$ cat src/rtl/data_memory_ctrl.sv
// Byte-addressed, little-endian data memory for the MEM stage: clocked stores, sized loads with
// sign/zero extension, configurable read latency and a word-per-cycle clear sweep after reset.
module data_memory_ctrl #(
   parameter int unsigned ADDR_W   = 8,
   parameter int unsigned READ_LAT = 1
) (
   input  logic              CLK,
   input  logic              Reset,
   input  logic              Mem_Req,
   input  logic              Mem_Write,
   input  logic [ADDR_W-1:0] Mem_Addr,
   input  logic [1:0]        Mem_Size,
   input  logic              Mem_Unsigned,
   input  logic [31:0]       M_W_Data,
   output logic              Mem_Ready,
   output logic [31:0]       M_R_Data,
   output logic              M_R_Valid,
   output logic              Mem_Err,
   output logic              Init_Busy
);

   localparam int unsigned     Words   = 2 ** (ADDR_W - 2);
   localparam int unsigned     IdxW    = (ADDR_W > 2) ? ADDR_W - 2 : 1;
   localparam logic [IdxW-1:0] LastIdx = IdxW'(Words - 1);
   localparam logic [2:0]      LatInit = 3'(READ_LAT - 1);

   localparam logic [1:0] SzByte = 2'b00;
   localparam logic [1:0] SzHalf = 2'b01;
   localparam logic [1:0] SzWord = 2'b10;

   typedef enum logic [1:0] {StInit, StIdle, StRdWait} state_e;

   state_e          state_q, state_d;
   logic [IdxW-1:0] clr_cnt_q, clr_cnt_d;
   logic [2:0]      lat_cnt_q, lat_cnt_d;
   logic [31:0]     pend_q, pend_d;
   logic [31:0]     rdata_q, rdata_d;
   logic            valid_q, valid_d;
   logic            err_q, err_d;

   logic [31:0]     mem_q [Words];

   logic [IdxW-1:0] word_idx;
   logic [31:0]     rd_word;
   logic [31:0]     rd_lane;
   logic [31:0]     ld_data;
   logic [3:0]      wr_be;
   logic [31:0]     wr_lane;
   logic            addr_ok;
   logic            accept;
   logic            store_en;

   if (ADDR_W > 2) begin : g_idx_wide
      assign word_idx = Mem_Addr[ADDR_W-1:2];
   end else begin : g_idx_single
      assign word_idx = 1'b0;
   end

   assign rd_word  = mem_q[word_idx];
   assign accept   = (state_q == StIdle) & Mem_Req;
   assign store_en = accept & addr_ok & Mem_Write;

   // Load path: move the addressed lane to bit 0, then extend from its top bit.
   always_comb begin
      rd_lane = rd_word >> {Mem_Addr[1:0], 3'b000};
      case (Mem_Size)
         SzByte:  ld_data = {{24{rd_lane[7] & ~Mem_Unsigned}}, rd_lane[7:0]};
         SzHalf:  ld_data = {{16{rd_lane[15] & ~Mem_Unsigned}}, rd_lane[15:0]};
         default: ld_data = rd_lane;
      endcase
   end

   // Store path: replicate the low-order data across lanes and enable only the addressed bytes.
   always_comb begin
      wr_be   = 4'b0000;
      wr_lane = M_W_Data;
      addr_ok = 1'b0;
      case (Mem_Size)
         SzByte: begin
            addr_ok = 1'b1;
            wr_be   = 4'b0001 << Mem_Addr[1:0];
            wr_lane = {4{M_W_Data[7:0]}};
         end
         SzHalf: begin
            addr_ok = ~Mem_Addr[0];
            wr_be   = 4'b0011 << {Mem_Addr[1], 1'b0};
            wr_lane = {2{M_W_Data[15:0]}};
         end
         SzWord: begin
            addr_ok = (Mem_Addr[1:0] == 2'b00);
            wr_be   = 4'b1111;
         end
         default: ;
      endcase
   end

   always_comb begin
      state_d   = state_q;
      clr_cnt_d = clr_cnt_q;
      lat_cnt_d = lat_cnt_q;
      pend_d    = pend_q;
      rdata_d   = rdata_q;
      valid_d   = 1'b0;
      err_d     = 1'b0;
      unique case (state_q)
         StInit: begin
            clr_cnt_d = clr_cnt_q + 1'b1;
            if (clr_cnt_q == LastIdx) begin
               state_d = StIdle;
            end
         end
         StIdle: begin
            if (accept) begin
               if (!addr_ok) begin
                  err_d = 1'b1;
               end else if (!Mem_Write) begin
                  if (READ_LAT <= 1) begin
                     rdata_d = ld_data;
                     valid_d = 1'b1;
                  end else begin
                     // Snapshot now so a store accepted behind this load cannot leak in.
                     pend_d    = ld_data;
                     lat_cnt_d = LatInit;
                     state_d   = StRdWait;
                  end
               end
            end
         end
         StRdWait: begin
            lat_cnt_d = lat_cnt_q - 1'b1;
            if (lat_cnt_q == 3'd1) begin
               rdata_d = pend_q;
               valid_d = 1'b1;
               state_d = StIdle;
            end
         end
         default: state_d = StInit;
      endcase
   end

   always_ff @(posedge CLK or posedge Reset) begin
      if (Reset) begin
         state_q   <= StInit;
         clr_cnt_q <= '0;
         lat_cnt_q <= '0;
         pend_q    <= '0;
         rdata_q   <= '0;
         valid_q   <= 1'b0;
         err_q     <= 1'b0;
      end else begin
         state_q   <= state_d;
         clr_cnt_q <= clr_cnt_d;
         lat_cnt_q <= lat_cnt_d;
         pend_q    <= pend_d;
         rdata_q   <= rdata_d;
         valid_q   <= valid_d;
         err_q     <= err_d;
      end
   end

   // Storage array carries no reset; the clear sweep initialises it.
   always_ff @(posedge CLK) begin
      if (state_q == StInit) begin
         mem_q[clr_cnt_q] <= '0;
      end else if (store_en) begin
         for (int i = 0; i < 4; i++) begin
            if (wr_be[i]) begin
               mem_q[word_idx][8*i +: 8] <= wr_lane[8*i +: 8];
            end
         end
      end
   end

   assign Mem_Ready = (state_q == StIdle);
   assign Init_Busy = (state_q == StInit);
   assign M_R_Data  = rdata_q;
   assign M_R_Valid = valid_q;
   assign Mem_Err   = err_q;

endmodule

$ cat config.mk
export PLATFORM = sky130hd
export DESIGN_NAME = data_memory_ctrl
export DESIGN_NICKNAME = d
export VERILOG_FILES = /design/src/rtl/data_memory_ctrl.sv
export SDC_FILE = /design/constraint.sdc
export NUM_CORES = 2
export LEC_CHECK = 0
export BUFFER_PORTS_ARGS = -buffer_cell sky130_fd_sc_hd__buf_2
export CORE_ASPECT_RATIO = 0.75
export CORE_MARGIN = 5
export CORE_UTILIZATION = 60
export CTS_CLUSTER_SIZE = 24
export DETAILED_ROUTE_END_ITERATION = 12
export GPL_TIMING_DRIVEN = 0
export MAX_ROUTING_LAYER = met4
export PLACE_DENSITY = 0.78
export SLEW_MARGIN = 20
export SYNTH_ARGS = -nofsm -noshare
export SYNTH_HDL_FRONTEND = slang
export SYNTH_SLANG_ARGS = --single-unit
$ cat constraint.sdc
create_clock -name CLK -period 5.85 [get_ports CLK]
set_input_delay 0.585 -clock CLK [delete_from_list [all_inputs] [get_ports CLK]]
set_output_delay 0.585 -clock CLK [all_outputs]
set_load 0.05 [all_outputs]
# Yosys cells after proc, flatten, opt, wreduce, memory -nomap -nowiden
# Memories as Yosys holds them, arrays and structs flattened.
# Cells that the tools add are included.
dict set report totals {
  reg_bits 45
  ramBits 2048
  inputBits 47
  out_inout_bits 36
  word_cells 79
  memories 1
}
dict set report op_classes {
  addsub 2
  n_eq_ne 11
  n_shift 3
  n_mux 41
  bitwise 8
  reduce_logical 7
}
# memory words word_bits read_ports rd_clocked_by_memory_dff wr line_no
set memory_table {}
lappend memory_table {mem_q 64 32 1 0 1 41} ;# logic [31:0] mem_q [Words];
# operator n
set op_table {}
lappend op_table {{$pmux 32 s2} 3}
lappend op_table {{$mux 32} 5}
lappend op_table {{$reduce_or 32->1} 1}
lappend op_table {{$shr 32x5->32} 1}
lappend op_table {{$mux 1} 25}
lappend op_table {{$pmux 4 s3} 1}
lappend op_table {{$add 6x1->6 const B} 1}
lappend op_table {{$eq 6x6->1 const B} 1}
lappend op_table {{$logic_not 2->1} 3}
lappend op_table {{$mux 6} 1}
lappend op_table {{$ne 2x1->1 const B} 3}
lappend op_table {{$pmux 2 s3} 1}
lappend op_table {{$and 1x1->1} 5}
lappend op_table {{$reduce_and 5->1} 1}
lappend op_table {{$eq 2x1->1 const B} 2}
lappend op_table {{$eq 2x2->1 const B} 2}
lappend op_table {{$mux 2} 2}
lappend op_table {{$mux 4} 1}
lappend op_table {{$ne 2x2->1 const B} 2}
lappend op_table {{$shl 1x2->4 const A} 1}
lappend op_table {{$shl 2x2->4 const A} 1}
lappend op_table {{$eq 3x1->1 const B} 1}
lappend op_table {{$not 1->1} 3}
lappend op_table {{$pmux 1 s3} 1}
lappend op_table {{other kinds (4)} 4}

# Longest topological paths before layout
dict set report logic_depth {
  depth_word 9
  depth_mapped 14
  mapped_depth_nobuf 8
}

# Worst setup path before layout
# No wires, ideal clock.
dict set report synth_timing {
  path_type {input-to-reg}
  from {input Mem_Size[1]}
  to {memory mem_q[0][12], data pin}
  t_arrival_ps 3574
  required_ps 5302
  path_slack_ps 1728
  stages 8
  path_cell_list {clkbuf_1 > or2_2 > o21ai_1 > nor2b_1 > nand2_1 > clkbuf_1 > clkbuf_1 > a21oi_1}
}
dict set report synth_via {
  elab_chain_len 9
}
# item line_no
set synth_lines {}
lappend synth_lines {{from (decl)} 12} ;# input logic [1:0] Mem_Size,
lappend synth_lines {{$eq 2x2->1, or another cell as far along} 78} ;# case (Mem_Size)
lappend synth_lines {{$pmux 1 s3} 78}
lappend synth_lines {{$and 1x1->1 (2 in series)} 61} ;# assign store_en = accept & addr_ok & Mem_Write;
lappend synth_lines {{$mux 1} 165} ;# end else if (store_en) begin
lappend synth_lines {{$mux 1} 163} ;# if (state_q == StInit) begin
lappend synth_lines {{$mux 1 (not written as such)} 168} ;# mem_q[word_idx][8*i +: 8] <= wr_lane[8*i +: 8];
lappend synth_lines {{$reduce_or 32->1 (no source line)} n/a}
lappend synth_lines {{$mux 32 (no source line) (*)} n/a}
lappend synth_lines {{to (decl)} 41}
# Mark *: on every way between the ends. The rest lies on a longest branch, timed or not.

# Final worst setup path
dict set report layout_timing {
  from {input Mem_Addr[3]}
  to {memory mem_q[31][2], enable pin}
}
dict set report layout_via {
  elab_chain_len 1
}
# item line_no
set layout_lines {}
lappend layout_lines {{from (decl)} 11} ;# input logic [ADDR_W-1:0] Mem_Addr,
lappend layout_lines {{$mux 6 (no source line)} n/a}
# Every way passes these cells.

==> impl_metrics.toml <==
[detailed_routing]
drt_iter0_markers = 8851
drc = 0
vias = 46300
drtPass1Iterations = 6
post_drt_via_cell_ratio = 7.40
drt-total-wl_mm = 273
wire_per_inst_microns = 43.6
ant_nets = 0

[worst_setup_path]
reg2reg_to = "mem_q[33][4]$_DFFE_PP_"
arrival_ns = 6.25
reg2reg_slack_ns = 0.94
reg2reg_depth = 9
crit_required_ns = 6.32
critPathLaunchType = "primary input"
criticalPathCategory = "primary input to flop"
cp-end-kind = "flop"
crit_fanout = 19
r2r-start = "state_q[0]$_DFFE_PP0P_"

[sta]
timing.final.crit_share_pct = 98.8
finalHoldViolations = 0
finalWorstSetupSlack_ns = 0.0698
worstMarginPinSlew_ns = 1.40
slew_viol_final = 0
slew_headroom_pct = 6.73
min_period_ns = 5.78
finClkSkew_ns = 0.0390
timing.fmax_ghz = 0.173
setup_viol = 0
setup_tns_ns = 0
rsz0062_at_grt = "no"
fin_hold_ws_ns = 0.0988

[floorplanning]
die-height_microns = 330
die-width_microns = 437
start_util_pct = 60.4
fp.dieArea_sq_mm = 0.144
placeableCoreArea_sq_mm = 0.136
rows = 117
boundaryPins = 83

[clocking]
cts_tree = "built"
insertion_delay_ns = 0.87
h-tree-depth = 4
cts_root_buf = "clkbuf_16"
clkTransAtPathRegs_ns = 0.07
ctsLongestPathBuffers = 3
cts_sinks = 2089
cts_made_buffers = 188
postCtsSetupRepairBufs = 0

[finish]
syn_to_final_growth_pct = 12.7
fin_nets = 4348
fin_cells = 6257
drive_gt1_share_pct = 26.4
n_fill_cell = 8390

[yosys]
synth_edf_count = 2048
yosys_warnings = 0
syn_inst = 3975
ys.flop_type = "edfxtp_1"
ys_ff_latch = 2089
async_reset_ff_share_pct = 1.96
yosysSeqAreaShare_pct = 76.2
synth_area_per_cell_sq_um = 20.6
syn_nets = 4023
yosysUniqueCellTypes = 62
synth_area_sq_mm = 0.0821

[placement]
hpwl_mm = 186
place_ws_ns = -1.05
place.gp.congestion = 1.04
io_buffers = 79
place_inst = 5893

[global_routing]
grt_util_met2_pct = 52.7
grtUsageMet1_pct = 51.8
grt_max_degree = 46
use_met3_pct = 18.0
top_usage_layer = "met2"
grt_pass1_wl_mm = 368
antenna_found_initial = 19
grt_pass1_vias = 44500
grt_use_total_pct = 39.4
gr-total-overflow = 0

[worst_hold_path]
hold_depth = 3
hp-class = "primary input to flop"
min_from = "Mem_Addr[0]"
holdPathEnd = "Mem_Err$_DFF_PP0_"

[power]
leakagePower_uw = 0.0247
p_per_area_mw_per_mm2 = 322
peakVddDrop_uv = 277

[job]
max-cap-violations = 0

[status]
status = "completed"
how the worst max path moves through the flow:
stage	slack, ns	endpoint	from
after floorplan	1.73	mem_q[0][12]$_DFFE_PP_	Mem_Size[1]
after global placement	-1.38	mem_q[23][3]$_DFFE_PP_	Mem_Addr[3]
after detailed placement	-1.05	mem_q[23][3]$_DFFE_PP_	Mem_Addr[3]
after CTS	0.50	mem_q[63][2]$_DFFE_PP_	Mem_Addr[3]
after global routing	0.26	mem_q[63][2]$_DFFE_PP_	Mem_Addr[3]
final	0.07	mem_q[31][2]$_DFFE_PP_	Mem_Addr[3]
synthesized netlist by cell type (10+ instances only):
cell | number | share of area (%)
o211ai_1 | 12 | 0.11
dfrtp_1 | 41 | 1.3
o22ai_1 | 13 | 0.099
mux2i_1 | 190 | 2.3
a221oi_1 | 20 | 0.21
buf_4 | 34 | 0.31
nand3_1 | 32 | 0.20
buf_1 | 21 | 0.096
mux2_2 | 17 | 0.23
mux4_2 | 506 | 14
clkbuf_1 | 145 | 0.66
nor2_1 | 326 | 1.5
nand4_1 | 10 | 0.076
o22a_1 | 12 | 0.13
a21oi_1 | 60 | 0.37
buf_2 | 54 | 0.33
and2_1 | 10 | 0.076
nand2b_1 | 13 | 0.099
nand2_1 | 128 | 0.59
a31oi_1 | 10 | 0.076
edfxtp_1 | 2048 | 75
buf_6 | 13 | 0.18
or2_2 | 33 | 0.25
a22oi_1 | 109 | 1.0
worst max-delay path, stage by stage:
cell,delay [ns]
buf_2,0.15
buf_2,0.40
buf_2,0.59
buf_2,1.02
clkbuf_2,0.69
nand3_1,0.12
o21ai_0,0.14
nand2b_1,0.65
or2_2,0.54
clkbuf_1,0.34
nor2_1,0.96
state kept, by name, indices dropped and copies added (netlist names):
| register | count |
|---|---|
| M_R_Valid | 1 |
| M_R_Data | 32 |
| mem_q | 2048 |
| state_q | 1 |
| clr_cnt_q | 6 |
| Mem_Err | 1 |
per-layer routing:
| metal | vias to the layer above | routed length, microns |
|---|---|---|
| met3 | 784 | 48500 |
| met2 | 4596 | 115000 |
| li1 | 17100 | - |
| met1 | 23900 | 93400 |
| met4 | 0 | 16000 |
| met5 | - | 0 |
final cells by class:
cell class              instances  area, sq um  area share [%]
flip-flops and latches       2089        62500            67.6
multi-input cells            1606        18500            20.0
clock buffers                 228         5050            5.47
well taps                    1785         2230            2.42
repair buffers                136         1670            1.80
plain buffers                 267         1360            1.47
clock inverters               116         1040            1.13
inverters                      12         45.0          0.0487
diodes                         18         45.0          0.0487
timing repair:
action / in CTS / in global routing
resized for setup: 5 / 0
hold buffers: 2 / 0
setup endpoints to repair: 84 / 0
hold endpoints to repair: 12 / 0
stage by stage:
step | power [uW] | util (%) | area [sq um]
3_5_place_dp | 17600 | 63.5 | 86200
2_1_floorplan | 17000 | - | 82100
3_3_place_gp | 17500 | 62.3 | 84700
6_report | 29800 | 68.1 | 92500
5_1_grt | 30400 | 68.1 | 92500
4_1_cts | 29700 | 68.0 | 92400
cells by family (layout without fill, tap and decap cells):
group	after synthesis	after routing	synth area share, %
buf+inv	280	759	1.65
fa+ha+maj	1	1	0.0152
xor+xnor	5	5	0.0534
other cells	0	18	0
simple gates	596	596	3.11
compound gates	291	291	2.53
flops	2089	2089	76.2
mux	713	713	16.4
report_power, final:
| part | total (uW) | internal (uW) | switching [uW] |
|---|---|---|---|
| combinational | 1140 | 305 | 832 |
| clock | 12500 | 6830 | 5670 |
| sequential | 16200 | 16200 | 0 |
| total | 29800 | 23300 | 6510 |
cell usage in the layout (no fill, tap or decap), types with 32 or more instances in the layout:
cell,count
a21oi_1,52
a22oi_1,109
buf_2,143
buf_4,35
clkbuf_1,141
clkbuf_16,195
clkbuf_2,34
clkinv_1,46
clkinv_2,40
dfrtp_1,41
edfxtp_1,2048
mux2i_1,190
mux4_2,506
nand2_1,128
nand3_1,32
nor2_1,285
or2_2,33
No activity file was read; power rests on OpenSTA's default activity.
